[config.mk]
export PLATFORM = sky130hd
export DESIGN_NAME = lcd_write_arbiter
export DESIGN_NICKNAME = d
export VERILOG_FILES = /design/src/rtl/lcd_write_arbiter.sv
export SDC_FILE = /design/constraint.sdc
export NUM_CORES = 1
export LEC_CHECK = 0
export CORE_MARGIN = 2
export CORE_UTILIZATION = 55
export CTS_CLUSTER_SIZE = 24
export DETAILED_ROUTE_END_ITERATION = 12
export PLACE_DENSITY = 0.92
export SYNTH_ARGS = -nofsm -noshare
export SYNTH_HDL_FRONTEND = slang
export SYNTH_SLANG_ARGS = --single-unit
[constraint.sdc]
create_clock -name clk -period 6.73 [get_ports clk]
set_clock_uncertainty 0.2 [all_clocks]
set_input_delay 2.019 -clock clk [delete_from_list [all_inputs] [get_ports clk]]
set_output_delay 2.019 -clock clk [all_outputs]
set_load 0.005 [all_outputs]
[src/rtl/lcd_write_arbiter.sv]
// LCD bus sequencer: power-up init, then round-robin single-byte writes from ports A/B; LCD_LONG_CMD_EN stretches clear/home waits.
// Ready is combinational in IDLE (capture on the same edge); each write spans SETUP+E_TICKS+HOLD+WAIT ticks, requests wait while busy.
module lcd_write_arbiter #(
   parameter int CLK_DIV    = 5,
   parameter int PWR_TICKS  = 70,
   parameter int E_TICKS    = 2,
   parameter int WAIT_SHORT = 4,
   parameter int WAIT_LONG  = 40
) (
   input  logic       clk,
   input  logic       rst,
   input  logic       a_valid,
   input  logic       a_rs,
   input  logic [7:0] a_data,
   output logic       a_ready,
   input  logic       b_valid,
   input  logic       b_rs,
   input  logic [7:0] b_data,
   output logic       b_ready,
   output logic       init_done,
   output logic       busy,
   output logic       lcd_e,
   output logic       lcd_rs,
   output logic       lcd_rw,
   output logic [7:0] lcd_data
);

   typedef enum logic [3:0] {
      PWR_WAIT, INIT_SETUP, INIT_PULSE, INIT_HOLD, INIT_WAIT,
      IDLE, SETUP, PULSE, HOLD, WAIT
   } state_t;

   localparam int T1   = (PWR_TICKS > WAIT_LONG) ? PWR_TICKS : WAIT_LONG;
   localparam int T2   = (E_TICKS > WAIT_SHORT) ? E_TICKS : WAIT_SHORT;
   localparam int TMAX = (T1 > T2) ? T1 : T2;
   localparam int CW   = $clog2(TMAX + 1);
   localparam int PW   = (CLK_DIV > 1) ? $clog2(CLK_DIV) : 1;

   state_t          state_q, state_d;
   logic [PW-1:0]   presc_q, presc_d;
   logic [CW-1:0]   tcnt_q, tcnt_d;
   logic [CW-1:0]   dur_m1;
   logic [1:0]      init_idx_q, init_idx_d;
   logic            init_done_q, init_done_d;
   logic            last_grant_q, last_grant_d;   // 1 = B was granted last
   logic            rs_q, rs_d;
   logic [7:0]      data_q, data_d;
   logic            tick;
   logic            wait_long;
   logic            grant_a, grant_b;

   function automatic logic [7:0] init_cmd(input logic [1:0] idx);
      case (idx)
         2'd0:    return 8'h38;
         2'd1:    return 8'h0C;
         2'd2:    return 8'h06;
         default: return 8'h01;
      endcase
   endfunction

   assign tick = (presc_q == PW'(CLK_DIV - 1));

`ifdef LCD_LONG_CMD_EN
   assign wait_long = !rs_q && ((data_q == 8'h01) || (data_q == 8'h02));
`else
   assign wait_long = 1'b0;
`endif

   always_ff @(posedge clk or negedge rst) begin
      if (!rst) begin
         state_q      <= PWR_WAIT;
         presc_q      <= '0;
         tcnt_q       <= '0;
         init_idx_q   <= '0;
         init_done_q  <= 1'b0;
         last_grant_q <= 1'b1;
         rs_q         <= 1'b0;
         data_q       <= '0;
      end else begin
         state_q      <= state_d;
         presc_q      <= presc_d;
         tcnt_q       <= tcnt_d;
         init_idx_q   <= init_idx_d;
         init_done_q  <= init_done_d;
         last_grant_q <= last_grant_d;
         rs_q         <= rs_d;
         data_q       <= data_d;
      end
   end

   always_comb begin
      state_d      = state_q;
      presc_d      = tick ? '0 : presc_q + PW'(1);
      tcnt_d       = tcnt_q;
      init_idx_d   = init_idx_q;
      init_done_d  = init_done_q;
      last_grant_d = last_grant_q;
      rs_d         = rs_q;
      data_d       = data_q;

      case (state_q)
         PWR_WAIT:               dur_m1 = CW'(PWR_TICKS - 1);
         INIT_PULSE, PULSE:      dur_m1 = CW'(E_TICKS - 1);
         INIT_WAIT, WAIT:        dur_m1 = wait_long ? CW'(WAIT_LONG - 1) : CW'(WAIT_SHORT - 1);
         default:                dur_m1 = '0;
      endcase

      if (state_q == IDLE) begin
         if (grant_a) begin
            state_d      = SETUP;
            rs_d         = a_rs;
            data_d       = a_data;
            last_grant_d = 1'b0;
         end else if (grant_b) begin
            state_d      = SETUP;
            rs_d         = b_rs;
            data_d       = b_data;
            last_grant_d = 1'b1;
         end
      end else if (tick) begin
         if (tcnt_q != dur_m1) begin
            tcnt_d = tcnt_q + CW'(1);
         end else begin
            tcnt_d = '0;
            case (state_q)
               PWR_WAIT: begin
                  state_d = INIT_SETUP;
                  rs_d    = 1'b0;
                  data_d  = init_cmd(init_idx_q);
               end
               INIT_SETUP: state_d = INIT_PULSE;
               INIT_PULSE: state_d = INIT_HOLD;
               INIT_HOLD:  state_d = INIT_WAIT;
               INIT_WAIT: begin
                  if (init_idx_q == 2'd3) begin
                     state_d     = IDLE;
                     init_done_d = 1'b1;
                  end else begin
                     state_d    = INIT_SETUP;
                     init_idx_d = init_idx_q + 2'd1;
                     data_d     = init_cmd(init_idx_q + 2'd1);
                  end
               end
               SETUP:   state_d = PULSE;
               PULSE:   state_d = HOLD;
               HOLD:    state_d = WAIT;
               WAIT:    state_d = IDLE;
               default: state_d = PWR_WAIT;
            endcase
         end
      end
   end

   always_comb begin
      grant_a = 1'b0;
      grant_b = 1'b0;
      if (state_q == IDLE) begin
         grant_a = a_valid && (!b_valid || last_grant_q);
         grant_b = b_valid && !grant_a;
      end
      a_ready   = grant_a;
      b_ready   = grant_b;
      lcd_e     = (state_q == INIT_PULSE) || (state_q == PULSE);
      busy      = !((state_q == IDLE) && init_done_q);
      init_done = init_done_q;
      lcd_rs    = rs_q;
      lcd_data  = data_q;
      lcd_rw    = 1'b0;
   end

endmodule

==> impl_metrics.tcl <==
set metrics [dict create \
    status "complete, no violations" \
    syn_to_final_growth_pct 23.8 \
    layout-drive-gt1-share_pct 11.0 \
    power.share.sequential_pct 63.0 \
    synth.distinct_cells 46 \
    first_pass_iters 4 \
    routed_wl_mm 3.86 \
    hold_viol_final 0 \
    start_kind "input port" \
    core_area_um2 3030 \
    post_cts_resized 0 \
    start_util_pct 57.4 \
    tns_ns 0 \
    combPwrFrac_pct 8.7 \
    grt_pass1_wl_mm 6.11 \
    worst_path_max_delay_cell "clkdlybuf4s50_1" \
    drv_slew 0 \
    vias 1448 \
    power.density_nw_per_um2 120 \
    routedWlPerCell_um 15.3 \
    path_max_fanout 4 \
    synth-seq-cells 27 \
    grt_antenna_before_repair 0 \
    synth.avg_cell_area_um2 9.92 \
    nFillCells 217 \
    cts.path.max_buffers 2 \
    critical_path_arrival_ns 3.57 \
    p_leak_nw 0.934 \
    first_global_vias 1433 \
    cp-end-kind "primary output" \
    multi_input_area_um2 986 \
    num_antenna_cells 0 \
    path_clk_slew_ns 0.15 \
    root_buffer "clkbuf_4" \
    synth_edf_count 0 \
    ant_nets 0 \
    slowest_delay_ns 0.51 \
    place_ws_ns 0.956 \
    vdd_drop_max_mv 0.0979 \
    post-route-period-util_pct 86.0 \
    cts_tree "yes" \
    place_congestion 0.816 \
    grt_max_degree 28 \
    rsz0062_at_grt "false" \
    register_area_um2 677 \
    syn-num-nets 206 \
    worstPathCellList "clkdlybuf4s50_1, inv_1, o21ai_1, and3_1, clkdlybuf4s50_1" \
    syn_area_um2 1740 \
    yosysSeqAreaShare_pct 39.0 \
    cts_num_sinks 27 \
    cp_common_cell "clkdlybuf4s50_1" \
    post_cts_buffers 0 \
    cap_viol_max_count 0 \
    clkPwrFrac_pct 28.4 \
    cts_max_level 1 \
    path_class "in -> out" \
    numCtsBuffers 3 \
    die-area_um2 3620 \
    fin_crit_ns 5.79 \
    cts_hold_buf 0 \
    yosys_warnings 0 \
    drc 0 \
    p_switching_mw 0.0589 \
    fin_ws_ns 0.944 \
    nets 241 \
    p_int_mw 0.199 \
    fmax_mhz 173 \
    critPathTopFamily "buffers and inverters" \
    synthArstFlopShare_pct 100 \
    hpwl_mm 2.89 \
    worst-path-buf-inv 3 \
    port_buffers 35 \
    cp.required_ns 4.51 \
    grt.overflow.total 0 \
    max_slew_margin_pct 56.1 \
    first_iter_violations 96 \
    setup_viol 0 \
    clk_latency_ns 0.33 \
    vias_per_cell 5.72 \
    tightest_slew_ns 0.651 \
    die_x_um 60.2 \
    synth_cells 175 \
    groute.usage.overall_pct 22.2 \
    io_pins 37 \
    yosys_most_used_dff "dfrtp_1" \
    rows 20 \
    dieHeight_um 60.2 \
    p_sw_share_pct 22.8 \
    min_path_type "reg -> reg" \
]
-- layout make-up --
| cell class | instances | share of cell area, % |
|---|---|---|
| repair buffers | 38 | 17.3 |
| clock buffers | 3 | 1.05 |
| well taps | 44 | 2.56 |
| multi-input cells | 132 | 45.8 |
| clock inverters | 1 | 0.349 |
| flip-flops and latches | 27 | 31.5 |
| inverters | 8 | 1.40 |
-- routing by layer --
layer / routed length [µm] / vias up / share of wire [%] / track usage [%]
li1: - / 699 / - / -
met1: 1620 / 718 / 42 / 27.1
met2: 2120 / 29 / 55 / 39.6
met3: 99 / 2 / 2.6 / 2.60
met4: 21 / 0 / 0.54 / 8.25
met5: 0 / - / 0 / 0
-- cells by family (layout without fill, tap and decap cells) --
logic type / after synthesis / count (layout) / synth area share, %
multiplexers: 21 / 21 / 12.8
AND/OR/NAND/NOR: 57 / 57 / 18.3
buffers and inverters: 16 / 50 / 4.25
AO/OA/AOI/OAI: 38 / 38 / 16.0
flip-flops: 27 / 27 / 39.0
adder cells (fa/ha/maj): 9 / 9 / 6.48
other: 1 / 1 / 0.216
XOR/XNOR: 6 / 6 / 3.03
-- synth_stat cells (2+ instances only) --
library cell   n  area, µm²
nand4_1        3       18.8
o31ai_1        2       15.0
o21ai_0        9       45.0
nand3_1        5       25.0
nor2b_1        2       12.5
o22ai_1        2       12.5
nor4_1         2       12.5
clkbuf_1       4       15.0
a211oi_1       2       15.0
and3_1         2       12.5
buf_2          2       10.0
dfrtp_1       26        651
mux2i_1       12        120
nand2b_1       2       12.5
ha_1           9        113
xnor2_1        5       43.8
inv_1          8       30.0
o211ai_1       2       15.0
a21oi_1       12       60.1
nor2_1        13       48.8
mux2_2         9        101
nor4bb_1       3       30.0
nor3_1         3       15.0
or3_1          2       12.5
and2_1         2       12.5
nand2_1       12       45.0
-- sequential cells by signal, summed over array words and instances (netlist names) --
signal,flops
lcd_rs,1
lcd_data,8
presc_q,3
init_done,1
init_idx_q,2
last_grant_q,1
tcnt_q,7
state_q,4
-- through the flow --
| stage | utilization, % | cells | instance area, µm² | hold slack (ns) | power, mW |
|---|---|---|---|---|---|
| global route | 71.0 | 253 | 2150 | 0.297 | 0.267 |
| floorplan | - | 175 | 1740 | 0.227 | 0.171 |
| CTS | 71.0 | 253 | 2150 | 0.289 | 0.260 |
| finish | 71.0 | 253 | 2150 | 0.281 | 0.258 |
| detailed placement | 70.0 | 249 | 2120 | 0.266 | 0.188 |
| global placement | 70.0 | 249 | 2120 | 0.238 | 0.187 |
-- layout by cell type, fill, tap and decap left out, types with 3 or more instances in the layout --
cell and n:
mux2_2 9, nor3_1 3, inv_1 8, clkbuf_4 3, a21oi_1 12, ha_1 9
nor2_1 13, nor4bb_1 3, clkdlybuf4s50_1 35, nand4_1 3, nand2_1 12, buf_4 3
mux2i_1 12, o21ai_0 8, dfrtp_1 26, xnor2_1 5, nand3_1 5
-- power by group through the flow --
stage	Clock, mW	Combinational [mW]	Sequential, mW
2_1_floorplan	0	0.00540	0.165
3_3_place_gp	0	0.0218	0.165
3_5_place_dp	0	0.0223	0.165
4_1_cts	0.0752	0.0225	0.162
5_1_grt	0.0807	0.0241	0.162
6_report	0.0731	0.0224	0.162
-- path summary, 6_finish.rpt --
check	from	to	slack (ns)	cells after the start
setup / recovery	b_valid	b_ready	0.94	5
hold / removal	presc_q[0]	presc_q[0]	0.28	1
setup reg to reg	state_q[0]	lcd_data[0]	3.69	6
hold reg to reg	presc_q[0]	presc_q[0]	0.28	1
max in group asynchronous	rst	last_grant_q	4.18	2
min in group asynchronous	rst	lcd_data[2]	1.85	2
No activity file was read; power rests on OpenSTA's default activity.
